--- src/rtl/down_counter_if.sv ---
// Control/status bundle for the loadable down-counter.
// The master drives commands and observes status; the slave is the counter.
interface down_counter_if #(
    parameter int WIDTH = 4
);
    logic             load;
    logic [WIDTH-1:0] load_val;
    logic             start;
    logic             stop;
    logic             auto_reload;
    logic [WIDTH-1:0] count;
    logic             busy;
    logic             paused;
    logic             tc;

    modport master (
        output load, load_val, start, stop, auto_reload,
        input  count, busy, paused, tc
    );

    modport slave (
        input  load, load_val, start, stop, auto_reload,
        output count, busy, paused, tc
    );
endinterface

--- src/rtl/down_counter.sv ---
// Loadable down-counter/timer with start, stop (pause) and optional auto-reload.
// Counts a loaded value down to zero, pulsing tc for one cycle when zero is
// first reached. All outputs are registered.
module down_counter #(
    parameter int WIDTH = 4
) (
    input  logic              clk,
    input  logic              reset,
    down_counter_if.slave     bus
);

    typedef enum logic [1:0] {
        IDLE  = 2'd0,
        RUN   = 2'd1,
        PAUSE = 2'd2
    } state_e;

    localparam logic [WIDTH-1:0] ZERO = '0;
    localparam logic [WIDTH-1:0] ONE  = {{(WIDTH-1){1'b0}}, 1'b1};

    state_e           state_q,  state_d;
    logic [WIDTH-1:0] count_q,  count_d;
    logic [WIDTH-1:0] reload_q, reload_d;
    logic             tc_q,     tc_d;
    logic             busy_q,   busy_d;
    logic             paused_q, paused_d;

    // State and datapath registers; reset clears everything immediately.
    always_ff @(posedge clk or posedge reset) begin
        if (reset) begin
            state_q  <= IDLE;
            count_q  <= ZERO;
            reload_q <= ZERO;
            tc_q     <= 1'b0;
            busy_q   <= 1'b0;
            paused_q <= 1'b0;
        end else begin
            state_q  <= state_d;
            count_q  <= count_d;
            reload_q <= reload_d;
            tc_q     <= tc_d;
            busy_q   <= busy_d;
            paused_q <= paused_d;
        end
    end

    // Next state and datapath: load beats stop beats start beats counting.
    always_comb begin
        state_d  = state_q;
        count_d  = count_q;
        reload_d = reload_q;
        tc_d     = 1'b0;

        if (bus.load) begin
            // Abandons any count in progress without a tc pulse.
            count_d  = bus.load_val;
            reload_d = bus.load_val;
            state_d  = IDLE;
        end else begin
            case (state_q)
                IDLE: begin
                    // A start with nothing to count is silently dropped.
                    if (bus.start && (count_q != ZERO))
                        state_d = RUN;
                end
                RUN: begin
                    if (bus.stop) begin
                        state_d = PAUSE;
                    end else if (count_q > ONE) begin
                        count_d = count_q - ONE;
                    end else if (count_q == ONE) begin
                        // Stay in RUN one cycle displaying zero with tc.
                        count_d = ZERO;
                        tc_d    = 1'b1;
                    end else if (bus.auto_reload) begin
                        // A zero reload value just keeps RUN spinning at zero.
                        count_d = reload_q;
                    end else begin
                        state_d = IDLE;
                    end
                end
                PAUSE: begin
                    // start together with stop keeps the counter paused.
                    if (bus.start && !bus.stop)
                        state_d = RUN;
                end
                default: begin
                    state_d = IDLE;
                end
            endcase
        end

        busy_d   = (state_d == RUN);
        paused_d = (state_d == PAUSE);
    end

    assign bus.count  = count_q;
    assign bus.busy   = busy_q;
    assign bus.paused = paused_q;
    assign bus.tc     = tc_q;

endmodule

--- src/flat_wrapper.sv ---
// flat-port wrapper written by rule: the top's interface ports become plain ports
module down_counter_flat 
#(
    parameter int WIDTH = 4
)
  (clk, reset, bus_load, bus_load_val, bus_start, bus_stop, bus_auto_reload, bus_count, bus_busy, bus_paused, bus_tc);
  down_counter_if #(.WIDTH(WIDTH)) bus_i ();
  input  logic clk;
  input  logic reset;
  input wire logic [$bits(bus_i.load)-1:0] bus_load;
  input wire logic [$bits(bus_i.load_val)-1:0] bus_load_val;
  input wire logic [$bits(bus_i.start)-1:0] bus_start;
  input wire logic [$bits(bus_i.stop)-1:0] bus_stop;
  input wire logic [$bits(bus_i.auto_reload)-1:0] bus_auto_reload;
  output wire logic [$bits(bus_i.count)-1:0] bus_count;
  output wire logic [$bits(bus_i.busy)-1:0] bus_busy;
  output wire logic [$bits(bus_i.paused)-1:0] bus_paused;
  output wire logic [$bits(bus_i.tc)-1:0] bus_tc;
  assign bus_i.load = bus_load;
  assign bus_i.load_val = bus_load_val;
  assign bus_i.start = bus_start;
  assign bus_i.stop = bus_stop;
  assign bus_i.auto_reload = bus_auto_reload;
  assign bus_count = bus_i.count;
  assign bus_busy = bus_i.busy;
  assign bus_paused = bus_i.paused;
  assign bus_tc = bus_i.tc;
  down_counter #(.WIDTH(WIDTH)) u_core (.clk(clk), .reset(reset), .bus(bus_i));
endmodule
--- config.mk ---
export PLATFORM = sky130hd
export DESIGN_NAME = down_counter_flat
export DESIGN_NICKNAME = d
export VERILOG_FILES = /design/src/rtl/down_counter_if.sv /design/src/rtl/down_counter.sv /design/src/flat_wrapper.sv
export SDC_FILE = /design/constraint.sdc
export NUM_CORES = 1
export LEC_CHECK = 0
export BUFFER_PORTS_ARGS = -buffer_cell sky130_fd_sc_hd__buf_2
export CAP_MARGIN = 20
export CORE_MARGIN = 1.5
export CORE_UTILIZATION = 25
export DETAILED_ROUTE_END_ITERATION = 7
export GPL_TIMING_DRIVEN = 0
export MAX_ROUTING_LAYER = met4
export SLEW_MARGIN = 20
export SYNTH_ARGS = -nofsm -noshare
export SYNTH_HDL_FRONTEND = slang
export SYNTH_SLANG_ARGS = --single-unit
--- constraint.sdc ---
create_clock -name clk -period 2.8 [get_ports clk]
set_input_delay 0.42 -clock clk [delete_from_list [all_inputs] [get_ports clk]]
set_output_delay 0.42 -clock clk [all_outputs]
set_load 0.02 [all_outputs]
==> results of run 1 <==
[path summary, 6_finish.rpt]
kind	startpoint	slack [ns]	end	cells after the start
max in group asynchronous	reset	2.31	u_core.bus.count[3]	2
min in group clk	bus_load_val[0]	0.36	u_core.reload_q[0]	3
hold reg to reg	u_core.reload_q[0]	0.47	u_core.reload_q[0]	2
setup / recovery	u_core.bus.count[0]	0.61	u_core.bus.count[1]	7
setup reg to reg	u_core.bus.count[0]	0.61	u_core.bus.count[1]	7
hold / removal	reset	0.15	u_core.reload_q[0]	2
[power groups by stage]
stage	Clock [mW]	Combinational [mW]	Sequential (mW)
6_report	0.117	0.175	0.232
4_1_cts	0.121	0.175	0.233
3_5_place_dp	0	0.174	0.237
2_1_floorplan	0	0.106	0.252
5_1_grt	0.129	0.197	0.237
3_3_place_gp	0	0.171	0.235
[cells in the mapped netlist (2+ instances only)]
library cell / instances
sky130_fd_sc_hd__or3_1: 2
sky130_fd_sc_hd__a21oi_1: 6
sky130_fd_sc_hd__nor3_1: 4
sky130_fd_sc_hd__nand2_1: 10
sky130_fd_sc_hd__inv_1: 6
sky130_fd_sc_hd__ha_1: 3
sky130_fd_sc_hd__o21ai_0: 3
sky130_fd_sc_hd__nand2b_1: 3
sky130_fd_sc_hd__nor2_1: 4
sky130_fd_sc_hd__dfrtp_1: 13
sky130_fd_sc_hd__buf_2: 2
[state kept, by name, summed over array words and instances, names as in the netlist]
name / count
u_core.bus.paused: 1
u_core.bus.count: 4
u_core.bus.busy: 1
u_core.bus.tc: 1
u_core.state_q: 2
u_core.reload_q: 4
[metal layers]
layer / global-route usage / part of all wire / up-vias / wire length (µm)
met2: 0.161 / 0.47 / 10 / 720
met5: - / 0 / - / 0
met1: 0.147 / 0.48 / 282 / 723
met4: 0.0510 / 0.013 / 0 / 19
met3: 0.0230 / 0.034 / 2 / 52
li1: - / - / 304 / -
[final cells by class]
type,count,area [µm²],area share
timing repair buffer,15,75.1,0.0872
sequential,13,325,0.378
multi-input combinational,54,359,0.417
tap,31,38.8,0.0451
buffer,3,13.8,0.0160
clock buffer,4,26.3,0.0305
inverter,6,22.5,0.0262
[logic make-up (layout without fill, tap and decap cells)]
| group | Yosys count | in the layout | synth area share |
|---|---|---|---|
| buffers and inverters | 9 | 28 | 0.0503 |
| and+or+nand+nor | 29 | 29 | 0.214 |
| adders and majority gates | 3 | 3 | 0.0521 |
| DFF | 13 | 13 | 0.451 |
| AOI/OAI and AO/OA | 19 | 19 | 0.188 |
| muxes | 3 | 3 | 0.0451 |
[stage by stage]
stage               total power, mW  hold slack [ns]   util
floorplan                     0.359            0.297      -
global placement              0.406            0.456  0.305
detailed placement            0.411            0.460  0.305
CTS                           0.529            0.169  0.315
global route                  0.563            0.199  0.315
finish                        0.524            0.147  0.315
==> metrics.txt, run 1 <==
Net count, final=around 110; number of setup buffers added after CTS=0; area added between synthesis and finish=19.4%; global route total overflow=0; required time at the worst-slack endpoint=between 2 and 3 ns; Synthesis Warnings=0; fraction of layout instances using a drive strength above 1=0.253; share of the synthesized area in the top cell type=0.451; area of the die=0.00321 mm²; worst setup slack after placement=0.617 ns; Setup crit start kind=flip-flop; maximum VDD drop=around 0.26 mV; CTS tree=yes; worst-path maximum fanout=6; final count of pins violating max slew=0; H-Tree Depth=1; Cell variety after synth=31; first-pass iteration count of the detailed router=4; buffers from clock root to sink, at most=2; most frequent cells in the layout=sky130_fd_sc_hd__buf_2, sky130_fd_sc_hd__dfrtp_1, sky130_fd_sc_hd__nand2_1, sky130_fd_sc_hd__inv_1, sky130_fd_sc_hd__a21oi_1; number of port buffers=15; number of ports placed on the die boundary=17; hold_buf cts=0; antenna violations before repair=0; average routed wire per standard cell=12.0 µm; biggest area contributors in the synthesized netlist=sky130_fd_sc_hd__dfrtp_1, sky130_fd_sc_hd__ha_1, sky130_fd_sc_hd__nand2_1; Gates resized, CTS repair=0; sequential fraction of the synthesis area=0.451; horizontal die dimension=56.7 µm; initial standard-cell utilization of the core=0.264; fin area=approximately 860 µm²; wire length of the first global-routing pass=2700 µm; combinational power share=0.334; num rows=19; period utilisation layout=0.782; sum of routed wire length over all layers=1520 µm; share of async-settable or async-resettable flops after synthesis=1.00; fill cell count=279; number of hold violations in the final report=0; proportion of power drawn by flip-flops and latches=0.443; Final Instance Count excl. Fillers=126; post-route ant nets=0; setup repair after global routing missed its margin=false; detailed-route vias per instance=4.75; maximum cell stage delay along the critical path=0.44 ns; critical path's top delay family=simple AND/OR/NAND/NOR gates; First DRT Iteration DRCs=7; CP arrival=2.35 ns; Global Route Usage Sum=0.111; Avg Inst Size Synth=~9.5 µm²; EDFF count, synth=0; clk_skew=0.00803 ns; series of cell instances along the critical path=inv_1 -> ha_1 -> or4b_1 -> buf_2 -> o21ba_4 -> nor2_4 -> mux2_1; CTS clock-pin slew for the worst setup and hold paths=0.09 ns; number of register bits inferred by synthesis=13; Cell Count Post-Placement=122; count of inserted antenna diode cells=0; gp weighted congestion=0.793; DR vias=598; dpl hpwl=1150 µm; internal power contribution=roughly 0.34 mW; Switching Share=0.355; commonest non-fill, non-tap cell in the layout=sky130_fd_sc_hd__buf_2; worst hold path class=in2async; P_leak=0.404 nW; Slew Limit Headroom=0.673; DRC Markers=0; placed standard-cell area=835 µm²; height of the die=56.7 µm; clock tree sinks=13; clock latency at the later pin of the worst-skew pair=0.27 ns; cell at the root of the clock tree=sky130_fd_sc_hd__clkbuf_4; Core Area=0.00273 mm²; Pwr Density=609 mW/mm²; minimum clock period after layout=about 2.2 ns; Crit Path Class=reg2reg; Setup violations, final=0; clock network fraction of total power=0.223; Post-Synthesis Net Count=89; Post-Syn Instances=76; synthesized area=721 µm²; cell with the largest stage delay on the worst path=sky130_fd_sc_hd__or4b_1; actual transition at the worst max-transition pin=0.490 ns; Yosys top cell by area=sky130_fd_sc_hd__dfrtp_1; sort of element at the end of the critical path=flip-flop; number of maximum-capacitance constraint violations=0; number of global-route vias before repair=603; total clock buffers created by CTS=3; summed negative setup slack over all endpoints=0 ns; smallest setup slack after layout=0.611 ns; run status=complete, no violations; fmax=457 MHz; switching pwr=0.186 mW; pin count of the biggest net entering global routing=14; most frequently used flop master after synthesis=sky130_fd_sc_hd__dfrtp_1; number of buffer and inverter stages on the critical path=2
(Power assumes the default switching activity.)
==> inputs of run 2 (changes only) <==
- ABC_AREA: not set -> 1
- clock period: 2.8 -> 1.8 ns (I/O delays scaled with it)
==> run 2 against run 1 <==
  * The flow now finishes with violations (design-rule violations)
  * Total power up 140%
  * Die area is 3.8% higher
  * Synthesized cell count up 30%
  * Clock power rose by 60%
  * Via count is 14% higher
  * Clock-buffer cell count stayed put
  * Final area up 3.9%
  * Register-to-register slack got worse by 0.32 ns
  * Critical path depth did not move
  * Global-route usage increased by 0.44 points
  * Largest cell class unchanged
  * Largest power group is now combinational cells
  * Highest routed layer unchanged
==> metrics.txt, run 2 <==
run status=finished, violations left; violated checks=design-rule violations; antenna violations before repair=0; DRC Markers=2; hold_buf cts=0; most frequent cells in the layout=sky130_fd_sc_hd__nand2_1, sky130_fd_sc_hd__buf_2, sky130_fd_sc_hd__dfrtp_1, sky130_fd_sc_hd__inv_1, sky130_fd_sc_hd__nor2_1; clock latency at the later pin of the worst-skew pair=0.29 ns; EDFF count, synth=0; dpl hpwl=1260 µm; series of cell instances along the critical path=inv_1 -> ha_1 -> nand3_4 -> o21ai_4 -> inv_2 -> nand2_1 -> nand2_1; gp weighted congestion=~0.86; worst hold path class=in2async; cell at the root of the clock tree=sky130_fd_sc_hd__clkbuf_4; Setup violations, final=0; setup repair after global routing missed its margin=false; minimum clock period after layout=1.51 ns; Post-Synthesis Net Count=112; Yosys top cell by area=sky130_fd_sc_hd__dfrtp_1; sum of routed wire length over all layers=1610 µm; number of hold violations in the final report=0; Synthesis Warnings=0; height of the die=a little under 60 µm; area of the die=0.00334 mm²; share of the synthesized area in the top cell type=0.434; Global Route Usage Sum=0.115; depth of the worst register-to-register path=7; num rows=19; Pwr Density=1380 mW/mm²; biggest area contributors in the synthesized netlist=sky130_fd_sc_hd__dfrtp_1, sky130_fd_sc_hd__nand2_1, sky130_fd_sc_hd__ha_1; Core Area=0.00281 mm²; internal power contribution=0.667 mW; P_leak=~0.5 nW; pin count of the biggest net entering global routing=14; average routed wire per standard cell=10.7 µm; post-route ant nets=0; CTS tree=yes; number of maximum-capacitance constraint violations=0; share of async-settable or async-resettable flops after synthesis=1.00; cell with the most instances after synthesis=sky130_fd_sc_hd__nand2_1; Cell variety after synth=19; number of port buffers=16; DR vias=680; proportion of power drawn by flip-flops and latches=0.348; Net count, final=133; switching pwr=between 0.5 and 0.6 mW; overall power of the completed layout=1.23 mW; most frequently used flop master after synthesis=sky130_fd_sc_hd__dfrtp_1; Crit Path Class=reg2reg; First DRT Iteration DRCs=43; first-pass iteration count of the detailed router=6; most frequent cells after synthesis=sky130_fd_sc_hd__nand2_1, sky130_fd_sc_hd__dfrtp_1, sky130_fd_sc_hd__inv_1, sky130_fd_sc_hd__nor2_1; period utilisation layout=0.841; combinational power share=0.501; CTS clock-pin slew for the worst setup and hold paths=0.08 ns; clock tree sinks=13; fraction of layout instances using a drive strength above 1=0.218; detailed-route vias per instance=4.53; number of buffer and inverter stages on the critical path=2; required time at the worst-slack endpoint=1.98 ns; sort of element at the end of the critical path=flip-flop; clock network fraction of total power=0.152; count of inserted antenna diode cells=0; wire length of the first global-routing pass=2830 µm; cell with the largest stage delay on the worst path=sky130_fd_sc_hd__dfrtp_1; critical path's top delay family=flip-flops; area added between synthesis and finish=19.4%; critical path depth=7; number of register bits inferred by synthesis=13; Slew Limit Headroom=0.647; maximum VDD drop=0.433 mV; Setup crit start kind=flip-flop; clk_skew=0.00812 ns; synthesized area=749 µm²; summed negative setup slack over all endpoints=0 ns; buffers from clock root to sink, at most=2; final count of pins violating max slew=0; cell with the most instances on the worst path=sky130_fd_sc_hd__nand2_1; actual transition at the worst max-transition pin=between 0.5 and 0.6 ns; sequential fraction of the synthesis area=0.434; Switching Share=0.460; CP arrival=1.69 ns; initial standard-cell utilization of the core=0.267; number of global-route vias before repair=690; global route total overflow=0; number of setup buffers added after CTS=0; horizontal die dimension=57.8 µm; Avg Inst Size Synth=7.57 µm²; commonest non-fill, non-tap cell in the layout=sky130_fd_sc_hd__nand2_1; fmax=around 660 MHz; H-Tree Depth=1; total clock buffers created by CTS=3; Gates resized, CTS repair=0; number of ports placed on the die boundary=17; maximum cell stage delay along the critical path=0.42 ns; worst-path maximum fanout=6; Post-Syn Instances=99
==> run 2: cell count changes after synthesis, sizes merged, moves of 2 or more <==
cell | before | now
a21oi | 6 | 4
buf | 3 | 1
inv | 6 | 11
mux2 | 2 | 0
nand2 | 10 | 44
nand2b | 3 | 0
nand3 | 1 | 4
nor2 | 5 | 7
nor3 | 4 | 1
o21ai | 3 | 6
or3 | 2 | 0
==> run 2: kinds of logic (layout without fill, tap and decap cells) <==
family,Yosys count,count (layout),synth area share
buffers and inverters,12,32,0.0651
XOR/XNOR,1,1,0.0117
AO/OA/AOI/OAI,11,11,0.0952
AND/OR/NAND/NOR,59,59,0.344
adder cells (fa/ha/maj),3,3,0.0501
flip-flops,13,13,0.434
==> run 2: area by class of cell <==
cell class	count	area, µm²
Clock buffer	4	26.3
Timing Repair Buffer	16	80.1
Multi-Input combinational cell	74	375
Tap cell	31	38.8
Inverter	11	41.3
Fill cell	326	1910
Buffer	1	7.51
Sequential cell	13	325
==> run 2: worst paths after layout <==
kind | startpoint | endpoint | slack [ns]
min in group clk | bus_load_val[2] | u_core.reload_q[2] | 0.22
worst min-delay path | reset | u_core.bus.busy | 0.0004
worst max register to register | u_core.bus.count[0] | u_core.bus.count[3] | 0.29
worst max-delay path | u_core.bus.count[0] | u_core.bus.count[3] | 0.29
worst min register to register | u_core.reload_q[2] | u_core.reload_q[2] | 0.48
max in group asynchronous | reset | u_core.bus.count[0] | 1.44
==> run 2: metrics by stage <==
step / hold slack [ns] / utilization / instances / worst slack [ns] / cell area, µm²
6_report: 0.000375 / 0.319 / 150 / 0.286 / 895
5_1_grt: 0.0514 / 0.319 / 150 / 0.152 / 895
4_1_cts: 0.0247 / 0.319 / 150 / 0.271 / 895
3_5_place_dp: 0.335 / 0.310 / 146 / 0.290 / 868
3_3_place_gp: 0.320 / 0.310 / 146 / 0.303 / 868
2_1_floorplan: 0.147 / - / 99 / 0.343 / 749
==> run 2: power by group through the flow <==
| stage | logic [mW] | clock network [mW] | registers [mW] |
|---|---|---|---|
| floorplan | 0.413 | 0 | 0.485 |
| global placement | 0.601 | 0 | 0.435 |
| detailed placement | 0.621 | 0 | 0.437 |
| CTS | 0.624 | 0.194 | 0.431 |
| global route | 0.709 | 0.208 | 0.443 |
| finish | 0.618 | 0.187 | 0.429 |
==> run 2: metal layers <==
metal | routed length [µm] | global-route usage | vias up
li1 | - | - | 348
met5 | 0 | - | -
met2 | 774 | 0.185 | 16
met4 | 45 | 0.0664 | 0
met1 | 695 | 0.132 | 307
met3 | 95 | 0.0246 | 9
==> run 2: worst reg2reg max path, cell delays in order, from the launching register on <==
cell                      delay, ns
sky130_fd_sc_hd__dfrtp_1       0.42
sky130_fd_sc_hd__inv_1         0.16
sky130_fd_sc_hd__ha_1          0.29
sky130_fd_sc_hd__nand3_4       0.15
sky130_fd_sc_hd__o21ai_4       0.22
sky130_fd_sc_hd__inv_2         0.08
sky130_fd_sc_hd__nand2_1       0.07
sky130_fd_sc_hd__nand2_1       0.04
